`src/rtl/pmci_spi_bridge_pkg.sv`:
```
// Shared register offsets, SPI_CSR bit positions and FSM encoding for the PMCI SPI bridge.
package pmci_spi_bridge_pkg;

   localparam int unsigned CSR_AW = 4;
   localparam int unsigned CSR_DW = 32;

   // Byte offsets; only [3:2] take part in the decode
   localparam logic [CSR_AW-1:0] SPI_CSR_OFS   = 4'h0;
   localparam logic [CSR_AW-1:0] SPI_AR_OFS    = 4'h4;
   localparam logic [CSR_AW-1:0] SPI_RD_DR_OFS = 4'h8;
   localparam logic [CSR_AW-1:0] SPI_WR_DR_OFS = 4'hC;

   localparam int unsigned CSR_RD_CMD = 0;
   localparam int unsigned CSR_WR_CMD = 1;
   localparam int unsigned CSR_ERR    = 2;
   localparam int unsigned CSR_BUSY   = 3;

   typedef enum logic [1:0] {
      ST_IDLE = 2'd0,
      ST_WR   = 2'd1,
      ST_RD   = 2'd2,
      ST_RDW  = 2'd3
   } state_e;

endpackage

```
`src/rtl/pmci_spi_bridge_tmo.sv`:
```
// Per-transaction watchdog: cleared on transaction start, counts while busy,
// flags the last allowed cycle. Present only with PMCI_SPI_BRIDGE_TIMEOUT_EN.
module pmci_spi_bridge_tmo #(
   parameter int unsigned TIMEOUT_CYC = 1024
) (
   input  logic clk,
   input  logic rst_n,
   input  logic start,
   input  logic run,
   output logic expired_c
);
   localparam int unsigned CW = (TIMEOUT_CYC > 1) ? $clog2(TIMEOUT_CYC) : 1;
   localparam logic [CW-1:0] CNT_LAST = CW'(TIMEOUT_CYC - 1);

   logic [CW-1:0] cnt;

   assign expired_c = run && (cnt == CNT_LAST);

   always_ff @(posedge clk or negedge rst_n) begin
      if (!rst_n)                  cnt <= '0;
      else if (start)              cnt <= '0;
      else if (run && !expired_c)  cnt <= cnt + CW'(1);
   end

endmodule

```
`src/rtl/pmci_spi_bridge.sv`:
```
// CSR window (SPI_CSR/AR/RD_DR/WR_DR) driving a single-outstanding Avalon-MM master.
// Define PMCI_SPI_BRIDGE_TIMEOUT_EN to add the transaction watchdog and sticky ERR flag.
module pmci_spi_bridge
   import pmci_spi_bridge_pkg::*;
#(
   parameter int unsigned AVMM_AW     = 20,
   parameter int unsigned TIMEOUT_CYC = 1024
) (
   input  logic               clk,
   input  logic               rst_n,
   input  logic               csr_wr,
   input  logic               csr_rd,
   input  logic [3:0]         csr_addr,
   input  logic [31:0]        csr_wdata,
   output logic [31:0]        csr_rdata,
   output logic               csr_rdata_vld,
   output logic [AVMM_AW-1:0] avmm_address,
   output logic               avmm_write,
   output logic               avmm_read,
   output logic [31:0]        avmm_writedata,
   input  logic               avmm_waitrequest,
   input  logic [31:0]        avmm_readdata,
   input  logic               avmm_readdatavalid
);

   state_e             state, state_nxt;
   logic [AVMM_AW-1:0] spi_ar;
   logic [31:0]        spi_wr_dr, spi_rd_dr, rdata_c;
   logic               rd_cmd, wr_cmd, err;
   logic               busy_c, tmo_c;
   logic               sel_csr_c, sel_ar_c, sel_wr_dr_c;
   logic               start_rd_c, start_wr_c, wr_done_c, rd_done_c, abort_c;
   logic [1:0]         csr_addr_unused;

   assign csr_addr_unused = csr_addr[1:0];
   assign busy_c          = (state != ST_IDLE);
   assign sel_csr_c       = csr_wr && (csr_addr[3:2] == SPI_CSR_OFS[3:2]);
   assign sel_ar_c        = csr_wr && (csr_addr[3:2] == SPI_AR_OFS[3:2]);
   assign sel_wr_dr_c     = csr_wr && (csr_addr[3:2] == SPI_WR_DR_OFS[3:2]);

   // Read command wins when both command bits arrive together
   assign start_rd_c = sel_csr_c && !busy_c && csr_wdata[CSR_RD_CMD];
   assign start_wr_c = sel_csr_c && !busy_c && csr_wdata[CSR_WR_CMD] && !csr_wdata[CSR_RD_CMD];

   assign avmm_address   = spi_ar;
   assign avmm_writedata = spi_wr_dr;

   // Next state and transaction completion/abort strobes
   always_comb begin
      state_nxt = state;
      wr_done_c = 1'b0;
      rd_done_c = 1'b0;
      abort_c   = 1'b0;
      case (state)
         ST_IDLE: begin
            if (start_rd_c)      state_nxt = ST_RD;
            else if (start_wr_c) state_nxt = ST_WR;
         end
         ST_WR: begin
            if (tmo_c) begin
               abort_c   = 1'b1;
               state_nxt = ST_IDLE;
            end else if (!avmm_waitrequest) begin
               wr_done_c = 1'b1;
               state_nxt = ST_IDLE;
            end
         end
         ST_RD: begin
            if (tmo_c) begin
               abort_c   = 1'b1;
               state_nxt = ST_IDLE;
            end else if (!avmm_waitrequest) begin
               state_nxt = ST_RDW;
            end
         end
         ST_RDW: begin
            if (tmo_c) begin
               abort_c   = 1'b1;
               state_nxt = ST_IDLE;
            end else if (avmm_readdatavalid) begin
               rd_done_c = 1'b1;
               state_nxt = ST_IDLE;
            end
         end
         default: state_nxt = ST_IDLE;
      endcase
   end

   always_comb begin
      rdata_c = '0;
      case (csr_addr[3:2])
         SPI_CSR_OFS[3:2]: begin
            rdata_c[CSR_RD_CMD] = rd_cmd;
            rdata_c[CSR_WR_CMD] = wr_cmd;
            rdata_c[CSR_ERR]    = err;
            rdata_c[CSR_BUSY]   = busy_c;
         end
         SPI_AR_OFS[3:2]:    rdata_c = 32'(spi_ar);
         SPI_RD_DR_OFS[3:2]: rdata_c = spi_rd_dr;
         SPI_WR_DR_OFS[3:2]: rdata_c = spi_wr_dr;
         default:            rdata_c = '0;
      endcase
   end

   always_ff @(posedge clk or negedge rst_n) begin
      if (!rst_n) begin
         state         <= ST_IDLE;
         avmm_read     <= 1'b0;
         avmm_write    <= 1'b0;
         spi_ar        <= '0;
         spi_wr_dr     <= '0;
         spi_rd_dr     <= '0;
         rd_cmd        <= 1'b0;
         wr_cmd        <= 1'b0;
         csr_rdata     <= '0;
         csr_rdata_vld <= 1'b0;
      end else begin
         state      <= state_nxt;
         avmm_read  <= (state_nxt == ST_RD);
         avmm_write <= (state_nxt == ST_WR);

         // Address and write data stay frozen while a request is in flight
         if (sel_ar_c && !busy_c)    spi_ar    <= csr_wdata[AVMM_AW-1:0];
         if (sel_wr_dr_c && !busy_c) spi_wr_dr <= csr_wdata;

         if (start_rd_c)                  rd_cmd <= 1'b1;
         else if (rd_done_c || abort_c)   rd_cmd <= 1'b0;
         if (start_wr_c)                  wr_cmd <= 1'b1;
         else if (wr_done_c || abort_c)   wr_cmd <= 1'b0;

         if (rd_done_c)                        spi_rd_dr <= avmm_readdata;
         else if (abort_c && state != ST_WR)   spi_rd_dr <= '0;

         csr_rdata_vld <= csr_rd;
         if (csr_rd) csr_rdata <= rdata_c;
      end
   end

`ifdef PMCI_SPI_BRIDGE_TIMEOUT_EN
   pmci_spi_bridge_tmo #(
      .TIMEOUT_CYC (TIMEOUT_CYC)
   ) u_tmo (
      .clk       (clk),
      .rst_n     (rst_n),
      .start     ((state == ST_IDLE) && (state_nxt != ST_IDLE)),
      .run       (busy_c),
      .expired_c (tmo_c)
   );

   // Sticky error; W1C is honoured even while a transaction is in flight
   always_ff @(posedge clk or negedge rst_n) begin
      if (!rst_n)                                err <= 1'b0;
      else if (abort_c)                          err <= 1'b1;
      else if (sel_csr_c && csr_wdata[CSR_ERR])  err <= 1'b0;
   end
`else
   // The cycle limit has no effect when the watchdog is compiled out
   logic tmo_cfg_unused;
   assign tmo_cfg_unused = (TIMEOUT_CYC != 0);
   assign tmo_c          = 1'b0;
   assign err            = 1'b0;
`endif

endmodule

```
`config.mk`:
```
export PLATFORM = sky130hd
export DESIGN_NAME = pmci_spi_bridge
export DESIGN_NICKNAME = d
export VERILOG_FILES = /design/src/rtl/pmci_spi_bridge_pkg.sv /design/src/rtl/pmci_spi_bridge_tmo.sv /design/src/rtl/pmci_spi_bridge.sv
export SDC_FILE = /design/constraint.sdc
export NUM_CORES = 1
export LEC_CHECK = 0
export ABC_CLOCK_PERIOD_IN_PS = 2100
export CAP_MARGIN = 20
export CELL_PAD_IN_SITES_DETAIL_PLACEMENT = 1
export CELL_PAD_IN_SITES_GLOBAL_PLACEMENT = 2
export CORE_MARGIN = 2
export CORE_UTILIZATION = 30
export CTS_CLUSTER_DIAMETER = 30
export DETAILED_ROUTE_END_ITERATION = 12
export GPL_TIMING_DRIVEN = 0
export PLACE_DENSITY = 0.75
export SYNTH_ARGS = -nofsm -noshare
export SYNTH_HDL_FRONTEND = slang
export SYNTH_SLANG_ARGS = --single-unit
```
`constraint.sdc`:
```
create_clock -name clk -period 2.1 [get_ports clk]
set_clock_uncertainty 0.15 [all_clocks]
set_input_delay 0.42 -clock clk [delete_from_list [all_inputs] [get_ports clk]]
set_output_delay 0.42 -clock clk [all_outputs]
set_load 0.005 [all_outputs]
```
**After elaboration in Yosys (flattened, before gate mapping)**

Index checks and enable logic that the tools add are counted.

- Equal/unequal tests: 8
- Muxes and demuxes: 17
- Reductions and logical operators: 16

Operator list:

| cell | count |
|---|---|
| $pmux 28 s3 | 1 |
| $mux 32 | 1 |
| $pmux 4 s4 | 1 |
| $eq 2x2->1 const B | 5 |
| $mux 2 | 5 |
| $logic_and 1x1->1 | 9 |
| $mux 1 | 8 |
| $pmux 2 s4 | 1 |
| $eq 2x1->1 const B | 3 |
| $reduce_bool 2->1 | 3 |
| $logic_not 2->1 | 2 |
| $logic_not 1->1 | 2 |

- Flip-flop bits (word level): 123
- Output and inout bits: 87

**Longest topological paths before layout**

Gate-level depths: netlist of the first run.

- Depth in word-level cells: 9
- Depth in mapped cells: 5

**Worst setup path after synthesis of the first run**

Ideal clock, no wire load.

- Kind: flip-flop to flip-flop
- Start: reg state[1]
- End: reg spi_wr_dr[10], in the netlist avmm_writedata[10]
- Library setup time: 125 ps
- Arrival time: 1344 ps
- Slack: 482 ps
- Stages on the path, launching flop included: 6
- Period minus slack after synthesis: 1618 ps
- Cell sequence: dfrtp_1 > buf_6 > nand4b_1 > nor2_4 > buf_6 > mux2_2

- Word-level cells in the longest chain between the ends: 3

RTL lines:

| what | RTL line | source |
|---|---|---|
| start: declaration | pmci_spi_bridge.sv:26 | `state_e state, state_nxt;` |
| start signal: assignment | pmci_spi_bridge.sv:118 | `state <= state_nxt;` |
| $reduce_bool 2->1 | pmci_spi_bridge.sv:36 | `assign busy_c = (state != ST_IDLE);` |
| $logic_not 1->1 | pmci_spi_bridge.sv:124 | `if (sel_wr_dr_c && !busy_c) spi_wr_dr <= csr_wdata;` |
| $logic_and 1x1->1 | pmci_spi_bridge.sv:124 |  |
| end signal: assignment | pmci_spi_bridge.sv:124 |  |
| end: declaration | pmci_spi_bridge.sv:28 | `logic [31:0] spi_wr_dr, spi_rd_dr, rdata_c;` |

Every way passes these cells.
A chain may end at the register's enable or synchronous reset.

**Worst setup path after layout of the first run**

- Start: in csr_rd
- End: reg csr_rdata[15]

RTL lines:

| what | RTL line | source |
|---|---|---|
| start: declaration | pmci_spi_bridge.sv:12 | `input logic csr_rd,` |
| end signal: assignment | pmci_spi_bridge.sv:135 | `if (csr_rd) csr_rdata <= rdata_c;` |
| end: declaration | pmci_spi_bridge.sv:15 | `output logic [31:0] csr_rdata,` |

No word-level cell between the ends.

==> results of run 1 <==
-- cell type report --
cell class,instances,area [um2],area share [%]
buffer,25,158,2.03
inverter,17,63.8,0.821
multi-input combinational,208,1950,25.0
clock buffer,17,425,5.47
tap,225,282,3.62
timing repair buffer,160,1620,20.8
clock inverter,15,199,2.56
sequential,123,3080,39.6
-- final timing paths --
check                                   start                              to  slack (ns)  cells after the start
max                                    csr_rd       csr_rdata[15]$_DFFE_PN0P_        0.13                      5
min                                     rst_n  avmm_writedata[27]$_DFFE_PN0P_        0.30                      2
max reg2reg                state[1]$_DFF_PN0_   avmm_writedata[8]$_DFFE_PN0P_        0.29                      5
min reg2reg                rd_cmd$_DFFE_PN0P_              rd_cmd$_DFFE_PN0P_        0.34                      1
max in group asynchronous               rst_n    avmm_address[19]$_DFFE_PN0P_        0.72                      3
min in group clk                       csr_rd         csr_rdata_vld$_DFF_PN0_        0.33                      1
-- where the power goes --
group / switching [mW] / leakage (nW) / internal [mW]
clock: 1.12 / 0.291 / 1.98
sequential: 0.721 / 1.50 / 3.41
combinational: 1.17 / 1.58 / 2.47
-- cell usage in the layout (no fill, tap or decap), types with 2 or more instances in the layout --
cell and n:
clkinv_2 3, mux2_4 20, inv_1 17, buf_6 7, bufinv_16 4, clkinv_4 2, mux2i_1 16, o22ai_1 13
a22oi_1 17, nand2_1 5, dfrtp_1 123, a21oi_1 17, nor2b_1 2, clkdlybuf4s50_1 157, o221ai_1 3, nor2_1 17
clkinvlp_4 5, buf_2 11, clkbuf_1 6, clkbuf_16 17, mux2_2 82
-- sequential cells by signal (all words and copies together) (netlist names), 2 cells and up --
name / flops
spi_rd_dr: 32
avmm_address: 20
avmm_writedata: 32
csr_rdata: 32
state: 2
-- metal layers --
layer | GRT usage [%] | part of all wire (%) | wire [um] | vias up
met5 | 0 | 0 | 0 | -
met3 | 6.79 | 7.6 | 1190 | 19
met1 | 22.2 | 44 | 6780 | 1908
met4 | 5.84 | 1.4 | 223 | 0
met2 | 27.4 | 47 | 7370 | 119
li1 | - | - | - | 1692
-- synth_stat cells (all sizes together) --
| library cell | instances | share of area (%) |
|---|---|---|
| mux2 | 103 | 24 |
| nand2 | 6 | 0.48 |
| nor2b | 2 | 0.24 |
| nor2 | 18 | 1.4 |
| dfrtp | 123 | 59 |
| o21a | 1 | 0.14 |
| mux2i | 16 | 3.1 |
| a21o | 2 | 0.31 |
| nand3 | 1 | 0.19 |
| buf | 18 | 2.5 |
| nand3b | 1 | 0.14 |
| o21ai | 1 | 0.095 |
| o22ai | 13 | 1.6 |
| o311ai | 1 | 0.17 |
| o31ai | 1 | 0.14 |
| clkbuf | 7 | 0.50 |
| o221ai | 3 | 0.50 |
| nor4b | 1 | 0.45 |
| a21oi | 17 | 1.6 |
| and3b | 1 | 0.19 |
| inv | 17 | 1.2 |
| nand4b | 1 | 0.17 |
| nand2b | 1 | 0.12 |
| a22oi | 17 | 2.4 |
| a211oi | 1 | 0.14 |
-- worst register-to-register path, delay by kind of cell (launching register included) --
kind | cells | cell delay (ns)
buffers and inverters | 2 | 0.35
flip-flops | 1 | 0.37
AND/OR/NAND/NOR | 2 | 0.46
multiplexers | 1 | 0.36
-- repair_timing --
item | CTS | global route
setup endpoints to repair | 10 | 0
endpoints found under the hold margin | 37 | 0
hold buffers | 1 | 0
setup buffers | 0 | 0
gates resized for setup | 1 | 0
-- cells by family (layout without fill, tap and decap cells) --
kind of cell / count (synthesis) / count (layout) / synth area share (%)
simple gates: 32 / 32 / 3.41
buf+inv: 42 / 234 / 4.20
flops: 123 / 123 / 58.7
mux: 119 / 119 / 26.6
compound gates: 57 / 57 / 7.11
==> flow_summary.rst, run 1 <==
.. list-table::
   :header-rows: 1

   * - Metric
     - Value
   * - Outcome
     - finished clean
   * - Max VDD drop
     - 0.631 mV
   * - Post-detailed-route DRC marker count
     - 0
   * - Worst Hold Class
     - input pin to asynchronous set/reset pin
   * - Average footprint of a synthesized cell
     - 14.1 um2
   * - Placement row count
     - 48
   * - I/O pins
     - 161
   * - Total cell area at the placement stage
     - 7140 um2
   * - Die H
     - 136 um
   * - Critical path peak fanout
     - 10
   * - Via density per instance
     - 4.73
   * - Buf/Inv on CP
     - 4
   * - Number of hold violations in the final report
     - 0
   * - Final period util
     - 93.6%
   * - Worst setup slack after placement
     - -0.537 ns
   * - Placed wire-length estimate after detailed placement
     - 10800 um
   * - Post-placement cell count
     - 757
   * - GR Util All Layers
     - 17.5%
   * - Proportion of layout cells with a drive suffix above 1
     - 28.5%
   * - Max capacitance violation total
     - 0
   * - Register bit total from synthesis
     - 123
   * - Die Area
     - 18600 um2
   * - CTS buffer count
     - 17
   * - RePlAce Congestion
     - 0.766
   * - CTS clk-pin slew, worst paths
     - 0.06 ns
   * - Fillers
     - 1782
   * - Total global routing overflow
     - 0
   * - Final net count
     - 626
   * - Cell seen most often among critical-path stages
     - clkbuf_1
   * - CTS tree
     - built
   * - Count of port buffers added during placement
     - 158
   * - Post-synthesis sequential area ratio
     - 58.7%
   * - Root Buffer
     - clkbuf_16
   * - Vias in the first global route
     - 4284
   * - Gate Count Post-Synth
     - 373
   * - Number of clock sinks
     - 123
   * - RSZ-0062 raised after global routing
     - no
   * - Detailed router's first-iteration violation count
     - 128
   * - Net Count, Synth
     - 447
   * - H-tree levels
     - 4
   * - Data required time at the worst endpoint
     - 2.24 ns
   * - Non-filler cells, final
     - 790
   * - Finished Core Util
     - 45.3%
   * - TNS Setup
     - 0 ns
   * - Later-pin clock latency in the skew report
     - 0.43 ns
   * - Total vias in the final route
     - 3738
   * - Count of yosys warnings during synthesis
     - 0
   * - Worst setup path category
     - input pin to flip-flop
   * - Highest attainable clock frequency
     - 509 MHz
   * - CP delay by family, top
     - buffers and inverters
   * - Total Power Consumption
     - 10.9 mW
   * - Die span in x
     - 136 um
   * - Maximum number of pins on one net before global-route repair
     - 87
   * - Cell Pwr Density
     - 1400 nW/um2
   * - Diodes inserted
     - 0
   * - Number of antenna violations at the first check in global routing
     - 0
   * - Number of routed nets with antenna violations
     - 0
   * - Min Clock Period, post-route
     - 1.97 ns
   * - Endpoints failing setup
     - 0
   * - Number of buffers between clock root and the deepest sink
     - 2
   * - First-pass DRT Iterations
     - 4
   * - Crit path capture type
     - flip-flop
   * - Max transition margin
     - 53.5%
   * - Critical Path, Cell by Cell
     - clkdlybuf4s50_1, clkbuf_1, clkbuf_1, clkbuf_2, a21oi_1
   * - Global-route wire length before repair
     - 24100 um
   * - Category of the worst setup path launch point
     - input pin
   * - Slowest library cell on the worst path
     - clkdlybuf4s50_1
   * - Area growth from synthesis to layout
     - 48.2%
   * - Pins Over Slew Limit
     - 0
   * - Number of distinct library cell variants in the gate-level netlist after synthesis
     - 32
   * - Final cell area excluding filler cells
     - 7770 um2
   * - Static leakage
     - 3.37 nW
   * - Worst Max-Slew Pin Slew
     - 0.698 ns
   * - Synthesized cell area
     - 5250 um2
   * - Post-Route Hold Slack
     - 0.304 ns
   * - Worst path setup slack after routing
     - 0.134 ns
   * - Placeable core region
     - 17200 um2
   * - Worst path arrival time
     - 2.10 ns
   * - Routed len/inst
     - 19.7 um
   * - Maximum single-stage delay on the critical path
     - 0.48 ns
   * - Initial Utilization
     - 30.5%
   * - Wire length reported by the detailed router
     - 15600 um
No activity file was read; power rests on OpenSTA's default activity.
==> run 2, diff against run 1 <==
--- a/config.mk
+++ b/config.mk
@@ -18,3 +18,4 @@
 export SYNTH_ARGS = -nofsm -noshare
 export SYNTH_HDL_FRONTEND = slang
 export SYNTH_SLANG_ARGS = --single-unit
+export TNS_END_PERCENT = 50
==> results of run 2 <==
No change in the layout: final DEF, timing and power equal those of run 1.
==> run 3, diff against run 2 <==
--- a/config.mk
+++ b/config.mk
@@ -5,16 +5,16 @@
 export SDC_FILE = /design/constraint.sdc
 export NUM_CORES = 1
 export LEC_CHECK = 0
-export ABC_CLOCK_PERIOD_IN_PS = 2100
+export ABC_CLOCK_PERIOD_IN_PS = 1600
 export CAP_MARGIN = 20
 export CELL_PAD_IN_SITES_DETAIL_PLACEMENT = 1
 export CELL_PAD_IN_SITES_GLOBAL_PLACEMENT = 2
 export CORE_MARGIN = 2
-export CORE_UTILIZATION = 30
+export CORE_UTILIZATION = 28
 export CTS_CLUSTER_DIAMETER = 30
 export DETAILED_ROUTE_END_ITERATION = 12
 export GPL_TIMING_DRIVEN = 0
-export PLACE_DENSITY = 0.75
+export PLACE_DENSITY = 0.73
 export SYNTH_ARGS = -nofsm -noshare
 export SYNTH_HDL_FRONTEND = slang
 export SYNTH_SLANG_ARGS = --single-unit
==> constraint.sdc (replaced) <==
create_clock -name clk -period 1.6 [get_ports clk]
set_clock_uncertainty 0.15 [all_clocks]
set_input_delay 0.32 -clock clk [delete_from_list [all_inputs] [get_ports clk]]
set_output_delay 0.32 -clock clk [all_outputs]
set_load 0.005 [all_outputs]
==> run 3 against run 2 <==
Net effect: the flow now finishes with violations (setup timing); critical path type is now flip-flop to flip-flop; largest power group unchanged; critical endpoint is now avmm_writedata[21]$_DFFE_PN0P_; clock-buffer cell count unchanged; total power up 33%; largest cell class unchanged; via count up 3.7%; first-iteration DRC count down 35%; design area up 5.9%.
==> flow_summary.rst, run 3 (same netlist as run 1, synthesis figures left out) <==
.. list-table::
   :header-rows: 1

   * - Metric
     - Value
   * - Total Power Consumption
     - 14.4 mW (+33%)
   * - H-tree levels
     - 4 (unchanged)
   * - Most frequent cells in the layout
     - dfrtp_1, dlygate4sd2_1, clkdlybuf4s50_1, mux2_4, mux2_2
   * - Number of clock sinks
     - 123 (unchanged)
   * - Total global routing overflow
     - 0 (unchanged)
   * - Highest attainable clock frequency
     - 564 MHz
   * - Finished Core Util
     - 44.4% (-0.82 points)
   * - Initial Utilization
     - 28.3% (-2.2 points)
   * - Die H
     - 141 um (+3.4%)
   * - First-pass DRT Iterations
     - 4 (unchanged)
   * - Endpoint of the lowest-slack register-to-register path
     - avmm_writedata[21]$_DFFE_PN0P_
   * - Launch point of the critical path
     - state[1]$_DFF_PN0_
   * - Buf/Inv on CP
     - 3 (-1)
   * - Switching Share
     - 28.5% (+0.79 points)
   * - Static leakage
     - 3.92 nW (+16%)
   * - Data required time at the worst endpoint
     - 1.74 ns (-0.50 ns)
   * - CTS clk-pin slew, worst paths
     - 0.06 ns (about the same)
   * - End point of the critical path
     - avmm_writedata[21]$_DFFE_PN0P_
   * - CP delay by family, top
     - buffers and inverters
   * - Placeable core region
     - 18500 um2 (+7.8%)
   * - Critical Path, Cell by Cell
     - buf_6, nand4b_1, nor2_4, buf_12, clkbuf_16, mux2_4
   * - Worst Reg-to-Reg Cells
     - 6 (+1)
   * - Worst path arrival time
     - 1.92 ns (-0.18 ns)
   * - CTS tree
     - built
   * - RSZ-0062 raised after global routing
     - yes
   * - I/O pins
     - 161 (unchanged)
   * - Maximum number of pins on one net before global-route repair
     - 64 (-26%)
   * - Worst setup slack after placement
     - -0.930 ns (-0.393 ns)
   * - Outcome
     - finished with violations
   * - Part of the total power dissipated in the clock network
     - 27.1% (-1.4 points)
   * - Detailed router's first-iteration violation count
     - 83 (-35%)
   * - Count of port buffers added during placement
     - 158 (unchanged)
   * - Placement row count
     - 50 (+4.2%)
   * - Wire length reported by the detailed router
     - 16300 um (+4.6%)
   * - Diodes inserted
     - 0 (unchanged)
   * - Most frequent standard cell in the layout excluding fill and tap cells
     - dfrtp_1
   * - Total stage count of the critical path
     - 6 (+1)
   * - RePlAce Congestion
     - 0.727 (-5.0%)
   * - Worst setup path category
     - flip-flop to flip-flop
   * - Min Clock Period, post-route
     - 1.77 ns
   * - Area growth from synthesis to layout
     - 56.9%
   * - CTS buffer count
     - 17 (unchanged)
   * - Final period util
     - 111%
   * - GR Util All Layers
     - 16.7% (-0.80 points)
   * - Worst Max-Slew Pin Slew
     - 0.620 ns (-0.0776 ns)
   * - Number of buffers between clock root and the deepest sink
     - 2 (unchanged)
   * - Proportion of layout cells with a drive suffix above 1
     - 33.6% (+5.1 points)
   * - Cell Int Power
     - 10.3 mW (+31%)
   * - Global-route wire length before repair
     - 25200 um (+4.5%)
   * - Pins Over Slew Limit
     - 0 (unchanged)
   * - Maximum single-stage delay on the critical path
     - 0.37 ns (-0.11 ns)
   * - Setup slack of the worst register-to-register path
     - -0.17 ns (-0.46 ns)
   * - Via density per instance
     - 4.65 (-1.7%)
   * - Placed wire-length estimate after detailed placement
     - 11000 um (+1.9%)
   * - Number of hold violations in the final report
     - 0 (unchanged)
   * - Later-pin clock latency in the skew report
     - 0.41 ns (-0.02 ns)
   * - Max capacitance violation total
     - 0 (unchanged)
   * - Vias in the first global route
     - 4454 (+4.0%)
   * - Slowest library cell on the worst path
     - dfrtp_1
   * - Cell Pwr Density
     - 1760 nW/um2 (+25%)
   * - Max transition margin
     - 58.7% (+5.2 points)
   * - Reg power frac
     - 36.7% (-1.3 points)
   * - Endpoints failing setup
     - 76 (+76)
   * - Violations in the final reports
     - setup timing
   * - Total vias in the final route
     - 3876 (+3.7%)
   * - Worst Hold Class
     - input pin to flip-flop
   * - Crit path capture type
     - flip-flop
   * - Routed len/inst
     - 19.5 um (-0.83%)
   * - Die Area
     - 19800 um2 (+6.9%)
   * - Fraction of power consumed by combinational cells
     - 36.2% (+2.7 points)
   * - Number of routed nets with antenna violations
     - 0 (unchanged)
   * - Max VDD drop
     - 0.743 mV (+18%)
   * - Psw
     - 4.11 mW (+37%)
   * - Die span in x
     - 141 um (+3.4%)
   * - Critical path peak fanout
     - 7 (-3)
   * - Reg-to-reg startpoint
     - state[1]$_DFF_PN0_
   * - Worst path setup slack after routing
     - -0.173 ns (-0.307 ns)
   * - Post-detailed-route DRC marker count
     - 0 (unchanged)
   * - Root Buffer
     - clkbuf_16
   * - Category of the worst setup path launch point
     - flip-flop
   * - Number of antenna violations at the first check in global routing
     - 0 (unchanged)
   * - Final net count
     - 660 (+5.4%)
[run 3: routing by layer]
metal / up-vias / share of wire, % / GRT usage (%)
li1: 1764 / - / -
met1: 2002 / 45 / 20.8
met2: 95 / 50 / 28.8
met3: 15 / 3.8 / 3.91
met4: 0 / 1.3 / 5.26
met5: - / 0 / 0
[run 3: what timing repair did]
item / in CTS / in global routing
setup buffers: 29 / 2
resized for setup: 112 / 57
setup endpoints to repair: 198 / 118
hold buffers: 1 / 0
endpoints found under the hold margin: 60 / 0
pin swaps: 1 / 1
cloned: 1 / 2
[run 3: area by class of cell]
type / count / area, um2
fillers: 1966 / 10300
inverters: 17 / 63.8
flip-flops and latches: 123 / 3080
multi-input cells: 208 / 2080
plain buffers: 25 / 275
well taps: 234 / 293
repair buffers: 194 / 1840
clock inverters: 15 / 175
clock buffers: 17 / 425
[run 3: through the flow]
step / instances / hold WS [ns] / TNS (ns) / area, um2
final: 833 / 0.230 / -8.52 / 8230
after floorplan: 373 / -0.126 / -0.537 / 5250
after detailed placement: 766 / 0.195 / -65.38 / 7150
after global placement: 765 / 0.312 / -659.24 / 7120
after CTS: 829 / 0.216 / -12.73 / 7980
after global routing: 833 / 0.226 / -13.55 / 8230
[run 3: how the worst min path moves through the flow]
stage,startpoint,end,slack (ns),cells past startpoint
floorplan,rst_n,avmm_address[0]$_DFFE_PN0P_,-0.13,0
global placement,rd_cmd$_DFFE_PN0P_,rd_cmd$_DFFE_PN0P_,0.31,1
detailed placement,rst_n,avmm_address[13]$_DFFE_PN0P_,0.20,1
CTS,csr_rd,csr_rdata_vld$_DFF_PN0_,0.22,1
global route,csr_rd,csr_rdata_vld$_DFF_PN0_,0.23,1
finish,csr_rd,csr_rdata_vld$_DFF_PN0_,0.23,1
[run 3: worst register-to-register path, delay by kind of cell, from the launching register on]
family	cells	cell delay (ns)
flip-flops	1	0.37
buffers and inverters	3	0.47
AND/OR/NAND/NOR	2	0.37
multiplexers	1	0.30
[run 3: power groups by stage]
stage               sequential (mW)  combinational [mW]  clock, mW
floorplan                      5.29                2.18          0
global placement               5.38                4.70          0
detailed placement             5.48                4.83          0
CTS                            5.29                4.92       4.02
global route                   5.50                5.66       4.17
finish                         5.30                5.23       3.91
